`src/rtl/uart_rx_vote_sampler.sv`:
```
// uart_rx_vote_sampler
// Oversampling majority sampler for the UART receiver. Synchronises the raw
// line, takes an odd number of samples centred on the bit midpoint and emits a
// registered decision, a one-cycle valid strobe and a not-unanimous flag.
module uart_rx_vote_sampler #(
  parameter int PRESCALE_W  = 6,
  parameter int NSAMP       = 3,
  parameter int SYNC_STAGES = 2
) (
  input  logic                  clk,
  input  logic                  rst,
  input  logic                  rx_in,
  input  logic [PRESCALE_W-1:0] prescale,
  input  logic                  samp_en,
  input  logic [PRESCALE_W-1:0] edge_cnt,
  output logic                  sampled_bit,
  output logic                  bit_valid,
  output logic                  noise_flag,
  output logic                  cfg_err
);

  localparam int HALF  = (NSAMP - 1) / 2;
  localparam int CNT_W = $clog2(NSAMP + 1);
  localparam int POS_W = PRESCALE_W + 1;

  localparam logic [POS_W-1:0] HALF_P  = POS_W'(HALF);
  localparam logic [CNT_W-1:0] NSAMP_C = CNT_W'(NSAMP);

  // Synchroniser
  logic [SYNC_STAGES-1:0] sync_q;
  logic                   rx_s;

  // Window geometry
  logic [POS_W-1:0] mid;
  logic [POS_W-1:0] start;
  logic [POS_W-1:0] last_pos;
  logic [CNT_W-1:0] ne;

  // Capture state
  logic [CNT_W-1:0]      idx;
  logic [CNT_W-1:0]      ones;
  logic [PRESCALE_W-1:0] last_edge;
  logic                  last_vld;

  // Capture decode
  logic [POS_W-1:0] edge_p;
  logic [POS_W-1:0] next_pos;
  logic             active;
  logic             repeat_edge;
  logic             hit_start;
  logic             hit_next;
  logic             capture;
  logic             done;
  logic [CNT_W-1:0] base;
  logic [CNT_W:0]   sum;
  logic [CNT_W-1:0] total;

  assign rx_s    = sync_q[SYNC_STAGES-1];
  assign cfg_err = (prescale < PRESCALE_W'(2));

  // Shift the raw line through the synchroniser; reset loads the idle level.
  // NOTE: every clocked block uses non-blocking assignments so all flops
  // update together and no read depends on statement order.
  always_ff @(posedge clk or posedge rst) begin
    if (rst) begin
      sync_q <= '1;
    end else begin
      sync_q[0] <= rx_in;
      for (int i = 1; i < SYNC_STAGES; i++) begin
        sync_q[i] <= sync_q[i-1];
      end
    end
  end

  // Centre the window on the midpoint; shrink to one sample when it cannot fit.
  // NOTE: every combinational output gets a default first so no path leaves
  // a variable unassigned and infers a latch.
  always_comb begin
    mid      = POS_W'(prescale >> 1) - POS_W'(1);
    ne       = CNT_W'(1);
    start    = mid;
    if (mid >= HALF_P) begin
      ne    = NSAMP_C;
      start = mid - HALF_P;
    end
    last_pos = start + POS_W'(ne) - POS_W'(1);
  end

  // Decide whether this cycle takes a sample and what the running count becomes.
  always_comb begin
    edge_p      = POS_W'(edge_cnt);
    next_pos    = start + POS_W'(idx);
    active      = samp_en && !cfg_err;
    // A position already seen last cycle is not sampled a second time.
    repeat_edge = last_vld && (edge_cnt == last_edge);
    hit_start   = active && !repeat_edge && (edge_p == start);
    hit_next    = active && !repeat_edge && !hit_start && (idx != '0) && (edge_p == next_pos);
    capture     = hit_start || hit_next;
    done        = capture && (edge_p == last_pos);
    base        = hit_start ? '0 : ones;
    sum         = {1'b0, base} + (CNT_W+1)'(rx_s);
    total       = (sum > (CNT_W+1)'(NSAMP)) ? NSAMP_C : sum[CNT_W-1:0];
  end

  // Advance the window, and on its last sample register the vote and strobe.
  always_ff @(posedge clk or posedge rst) begin
    if (rst) begin
      idx         <= '0;
      ones        <= '0;
      last_edge   <= '0;
      last_vld    <= 1'b0;
      sampled_bit <= 1'b0;
      noise_flag  <= 1'b0;
      bit_valid   <= 1'b0;
    end else begin
      bit_valid <= 1'b0;
      last_edge <= edge_cnt;
      last_vld  <= active;
      if (!samp_en) begin
        idx  <= '0;
        ones <= '0;
      end else if (done) begin
        idx         <= '0;
        ones        <= '0;
        sampled_bit <= (total > (ne >> 1));
        noise_flag  <= (total != '0) && (total != ne);
        bit_valid   <= 1'b1;
      end else if (capture) begin
        idx  <= hit_start ? CNT_W'(1) : idx + CNT_W'(1);
        ones <= total;
      end
    end
  end

endmodule

```
`config.mk`:
```
export PLATFORM = sky130hd
export DESIGN_NAME = uart_rx_vote_sampler
export DESIGN_NICKNAME = d
export VERILOG_FILES = /design/src/rtl/uart_rx_vote_sampler.sv
export SDC_FILE = /design/constraint.sdc
export NUM_CORES = 1
export LEC_CHECK = 0
export CAP_MARGIN = 5
export CORE_MARGIN = 2
export CORE_UTILIZATION = 45
export CTS_BUF_LIST = sky130_fd_sc_hd__clkbuf_4
export DETAILED_ROUTE_END_ITERATION = 10
export PLACE_DENSITY = 0.7
export SLEW_MARGIN = 20
export SYNTH_ARGS = -nofsm -noshare
export SYNTH_HDL_FRONTEND = slang
export SYNTH_SLANG_ARGS = --single-unit
```
`constraint.sdc`:
```
create_clock -name clk -period 3.7 [get_ports clk]
set_clock_uncertainty 0.2 [all_clocks]
set_input_delay 0.555 -clock clk [delete_from_list [all_inputs] [get_ports clk]]
set_output_delay 0.555 -clock clk [all_outputs]
set_load 0.02 [all_outputs]
```
==> results.cfg, run 1 <==
[routing]
vias = 2118
drc_errors = 0
dr.pass1.iters = 5
vias_per_cell = 6.09
wl_per_cell_um = 17.7
finalWirelength_um = 6140
drt_iter0_markers = 159
ant_nets = 0

[setup_path]
crit_fanout = 5
critPathCaptureType = register
crit_type = input pin to register
arrival_ns = 3.71
cp_data_required_time_ns = 3.72
start_kind = input pin

[place]
portBuffers = 18
dp_hpwl_um = 3950
dp_cells = 334
place_congestion = 0.864
pre_cts_ws_ns = -0.899

[hold_path]
min_path_type = register to register

[finish]
area_delta_synth_final_pct = 62.2
fillers = 230
fin_nets = 328
antenna_cells = 0
stdcell_count = 348
final_layout_size_suffix_gt1_frac = 0.477

[grt]
grt_pass1_vias = 1905
globalRoute.totalOverflow = 0
grt_pass1_wl_um = 8690
antenna_found_initial = 0
grt_max_degree = 17
track_usage = 0.259

[power]
p_total_mw = 0.596
switching_share = 0.358
clockPowerShare = 0.156
cellLeakagePower_nw = 1.23
p_sw_mw = 0.213
p_seq_frac = 0.309
power.internal_mw = 0.383
ir_drop_uv = 220
comb_power_share = 0.535
power.density_mw_per_mm2 = 208

[floorplanning]
num_io_pins = 20
core.rowCount = 22
initial_core_util = 0.476
core-area_mm2 = 0.00372
dieArea_mm2 = 0.00445
die_w_um = 66.7
fp.dieH_um = 66.7

[timing]
setup_violations = 0
worst_slack_ns = 0.00541
hold_slack_ns = 0.162
period_share = 0.999
hold_viol_final = 0
tightestPinTransition_ns = 0.571
max_freq_ghz = 0.271
fin_crit_ns = 3.69
drv_slew = 0
slew-limit-headroom = 0.619

[synthesis]
syn_nets = 232
async_reset_ff_frac = 1.00
ys_seq_area_frac = 0.228
synth_warnings = 0
ys.flop_type = dfrtp_1
ys_types = 62
synth_enable_flop_cells = 0
synthCells = 205
syn_area_mm2 = 0.00177
synth_area_per_cell_um2 = 8.64
ys_ff_latch = 16

[clock_network]
cts_made_buffers = 3
cts-root-buf = clkbuf_4
worstSkewPairLatency_ns = 0.30
clkTransAtPathRegs_ns = 0.09
numClockSinks = 16
holdBufCountCts = 0
h-tree-depth = 1
clock_path_buffers = 2
cts_tree = done

[status]
status = complete, no violations

[flow_run]
max_cap_viol_count = 0
==> registers in the layout (all words and copies together), names as in the netlist <==
| signal | count |
|---|---|
| sync_q | 2 |
| last_edge | 6 |
| idx | 2 |
| bit_valid | 1 |
| noise_flag | 1 |
| ones | 2 |
| sampled_bit | 1 |
| last_vld | 1 |
==> worst paths after layout <==
kind / from / end / slack [ns] / cells past startpoint
setup / recovery: prescale[2] / idx[1] / 0.005 / 15
hold / removal: sync_q[0] / sync_q[1] / 0.16 / 0
setup reg to reg: last_edge[4] / sampled_bit / 0.72 / 14
hold reg to reg: sync_q[0] / sync_q[1] / 0.16 / 0
max in group asynchronous: rst / last_edge[4] / 2.51 / 2
min in group asynchronous: rst / idx[0] / 0.40 / 2
==> layout make-up <==
class                           instances  area (um^2)  share of cell area
Multi-Input combinational cell        166         1490               0.520
Timing Repair Buffer                  102          840               0.292
Clock inverter                          1         3.75             0.00131
Sequential cell                        16          403               0.140
Inverter                               12         50.0              0.0174
Tap cell                               48         60.1              0.0209
Clock buffer                            3         22.5             0.00784
==> critical path, cell delays in order <==
cell,delay (ns)
buf_8,0.11
buf_6,0.12
o41ai_4,0.36
nand2_1,0.13
o21ai_2,0.22
inv_2,0.06
ha_4,0.17
fa_2,0.36
or2_4,0.25
a211o_1,0.33
o311ai_2,0.09
mux2_4,0.22
o2111ai_4,0.14
or3b_1,0.42
a21oi_1,0.17
==> what timing repair did <==
action                     4_1_cts  5_1_grt
setup endpoints to repair        8        7
gates resized for setup         31       35
setup buffers                    6        6
pin swaps                        6       17
==> layer usage <==
| metal | wire length, um | track usage | vias up |
|---|---|---|---|
| met1 | 2520 | 0.347 | 997 |
| met2 | 2860 | 0.428 | 130 |
| met3 | 477 | 0.0389 | 37 |
| met4 | 288 | 0.0816 | 0 |
| li1 | - | - | 954 |
| met5 | 0 | 0 | - |
==> power by group through the flow <==
| stage | registers, mW | clock network [mW] | logic, mW |
|---|---|---|---|
| after floorplan | 0.187 | 0 | 0.150 |
| after global placement | 0.187 | 0 | 0.264 |
| after detailed placement | 0.187 | 0 | 0.269 |
| after CTS | 0.184 | 0.0981 | 0.284 |
| after global routing | 0.184 | 0.106 | 0.342 |
| final | 0.184 | 0.0929 | 0.319 |
==> cells in the mapped netlist (4+ instances only) <==
library cell  instances  area (um^2)
a21oi_1               6         30.0
and3_1                5         31.3
clkbuf_1              7         26.3
dfrtp_1              14          350
ha_1                 10          125
inv_1                12         45.0
nand2_1              17         63.8
nand3_1              12         60.1
nor2_1               14         52.6
nor3_1                7         35.0
o21ai_0               8         40.0
o22ai_1               4         25.0
xnor2_1              12          105
xor2_1                6         52.6
==> cells by family (layout without fill, tap and decap cells) <==
family | Yosys count | in the layout | share of synthesized area
compound gates | 52 | 52 | 0.257
xor+xnor | 20 | 20 | 0.107
fa+ha+maj | 11 | 11 | 0.0820
buf+inv | 23 | 118 | 0.0565
flops | 16 | 16 | 0.228
mux | 7 | 7 | 0.0473
simple gates | 76 | 76 | 0.222
==> cells in the final DEF, fill, tap and decap left out, types with 3 or more instances in the layout <==
cell type and instances:
nand2_1 16, nand3_1 11, xnor2_1 11, nand4_1 3, mux2_4 4, o21ai_2 3, a211o_1 3, ha_4 4
xor2_1 6, ha_1 6, clkbuf_4 3, a21oi_1 5, buf_6 7, o21ai_0 5, and3_1 5, o22ai_1 4
nor3_1 7, clkdlybuf4s50_1 13, nor2_1 13, buf_4 78, dfrtp_1 14, inv_1 9
==> stage by stage <==
stage / TNS [ns] / cell area, um^2 / util
6_report: 0 / 2870 / 0.773
4_1_cts: 0 / 2730 / 0.736
3_5_place_dp: -5.46 / 2570 / 0.692
3_3_place_gp: -4.82 / 2570 / 0.692
5_1_grt: -0.559 / 2870 / 0.773
2_1_floorplan: -1.76 / 1840 / -
Power figures use the tool's default switching activity.
==> inputs of run 2 (changes only) <==
Clock period 3.7 ns to 3.4 ns, I/O delays scaled along.
==> run 2 against run 1 <==
Against the previous run: the flow now finishes with violations (negative setup slack); clock-buffer cell count stayed put; setup slack worse by 0.14 ns; critical endpoint is now sampled_bit; largest power group unchanged; design area rose by 4.2%; sequential power increased by 9%; first-iteration DRC count is 40% higher.
==> results.cfg, run 2 (synthesized netlist as in run 1, its figures left out) <==
[power]
power.density_mw_per_mm2 = 226
switching_share = 0.371
clockPowerShare = 0.156
p_total_mw = 0.676
p_sw_mw = 0.251
power.internal_mw = 0.426
comb_power_share = 0.548
ir_drop_uv = 261
p_seq_frac = 0.296
cellLeakagePower_nw = 1.27

[setup_path]
crit_type = input pin to register
critPathCaptureType = register
cp_data_required_time_ns = 3.40
start_kind = input pin
slowest_stage = nor4_1
crit_path_cell_trace = buf_8 > inv_4 > ha_4 > buf_4 > and3_1 > nand3_1 > nand3_1 > nor4_1 > and4_4 > nand3_2 > and2_4 > ha_4 > a31oi_2 > ha_1 > nor2_1 > nor2_1 > nand2_1 > mux2_4
worst-path-buf-inv = 3
crit_fanout = 6
cpPeakStageDelay_ns = 0.35
crit_family = simple AND/OR/NAND/NOR gates
arrival_ns = 3.54

[timing]
drv_slew = 0
rsz0062_at_grt = true
slew-limit-headroom = 0.607
worst_slack_ns = -0.136
tightestPinTransition_ns = 0.589
hold_viol_final = 0
timing.setup.tns_ns = -0.630
fin_crit_ns = 3.54
period_share = 1.04
max_freq_ghz = 0.283
setup_violations = 6

[grt]
grt_pass1_wl_um = 9580
grt_max_degree = 17
antenna_found_initial = 0
grt_pass1_vias = 2041
track_usage = 0.289
globalRoute.totalOverflow = 0

[routing]
wl_met3_um = 574
drc_errors = 0
wl_met1_um = 2800
wl_per_cell_um = 20.1
finalWirelength_um = 7120
routed.top_layer = met4
drt_iter0_markers = 222
vias_per_cell = 6.25
ant_nets = 0
dr.pass1.iters = 5
wl_met2_um = 3440
vias = 2211

[flow_run]
max_cap_viol_count = 0

[finish]
fin_nets = 334
area_delta_synth_final_pct = 69.0
antenna_cells = 0
final_cell_mix = 81 x buf_4, 16 x nand2_1, 14 x dfrtp_1, 13 x clkdlybuf4s50_1, 12 x nor2_1
largest_reg_flops = 6
final_layout_size_suffix_gt1_frac = 0.513
regMostFlops = last_edge
final_common_cell = buf_4
stdcell_count = 354
fillers = 201

[clock_network]
worstSkewPairLatency_ns = 0.31
h-tree-depth = 1
clkTransAtPathRegs_ns = 0.10
clock_path_buffers = 2
holdBufCountCts = 0
cts_made_buffers = 3
cts_tree = done
numClockSinks = 16
cts-root-buf = clkbuf_4

[floorplanning]
dieArea_mm2 = 0.00445
core.rowCount = 22
die_w_um = 66.7
initial_core_util = 0.476
num_io_pins = 20
core-area_mm2 = 0.00372
fp.dieH_um = 66.7

[place]
dp_cells = 334
place_congestion = 0.864
portBuffers = 18
dp_hpwl_um = 3950

[status]
status = finished with violations
failed_checks = negative setup slack

[hold_path]
min_path_type = register to register
run 2: layout make-up:
class	count	area, um^2	area share
Clock buffer	3	22.5	0.00753
Inverter	12	50.0	0.0167
Sequential cell	16	403	0.135
Multi-Input combinational cell	166	1550	0.517
Tap cell	48	60.1	0.0201
Timing Repair Buffer	108	907	0.303
Clock inverter	1	3.75	0.00125
run 2: metal layers:
layer,global-route usage,vias to the layer above
li1,-,966
met1,0.380,1077
met2,0.480,131
met3,0.0422,37
met4,0.107,0
met5,0,-
run 2: worst paths after layout:
| kind | start | endpoint | slack (ns) | cells after the start |
|---|---|---|---|---|
| max | prescale[1] | sampled_bit | -0.14 | 18 |
| max reg2reg | last_edge[4] | sampled_bit | 0.35 | 14 |
| min reg2reg | sync_q[0] | sync_q[1] | 0.16 | 0 |
| min in group asynchronous | rst | idx[0] | 0.35 | 2 |
| max in group asynchronous | rst | last_edge[4] | 2.24 | 2 |
| min | sync_q[0] | sync_q[1] | 0.16 | 0 |
run 2: per-stage QoR:
stage                     instance area (um^2)  utilization  hold WS (ns)  worst slack [ns]
after global routing                      2990        0.805         0.167            -0.215
after global placement                    2570        0.692         0.146             -1.04
after CTS                                 2850        0.767         0.163           -0.0125
after detailed placement                  2570        0.692         0.149             -1.15
final                                     2990        0.805         0.163            -0.136
after floorplan                           1840            -         0.145            -0.630
run 2: power groups by stage:
stage / clock [mW] / combinational (mW) / sequential [mW]
floorplan: 0 / 0.163 / 0.203
global placement: 0 / 0.287 / 0.203
detailed placement: 0 / 0.292 / 0.203
CTS: 0.107 / 0.325 / 0.200
global route: 0.118 / 0.390 / 0.201
finish: 0.105 / 0.370 / 0.201
run 2: what timing repair did:
action | in CTS | in global routing
buffers inserted | 10 | 8
resized for setup | 66 | 16
endpoints found under the setup margin | 8 | 7
pin swaps | 16 | 17
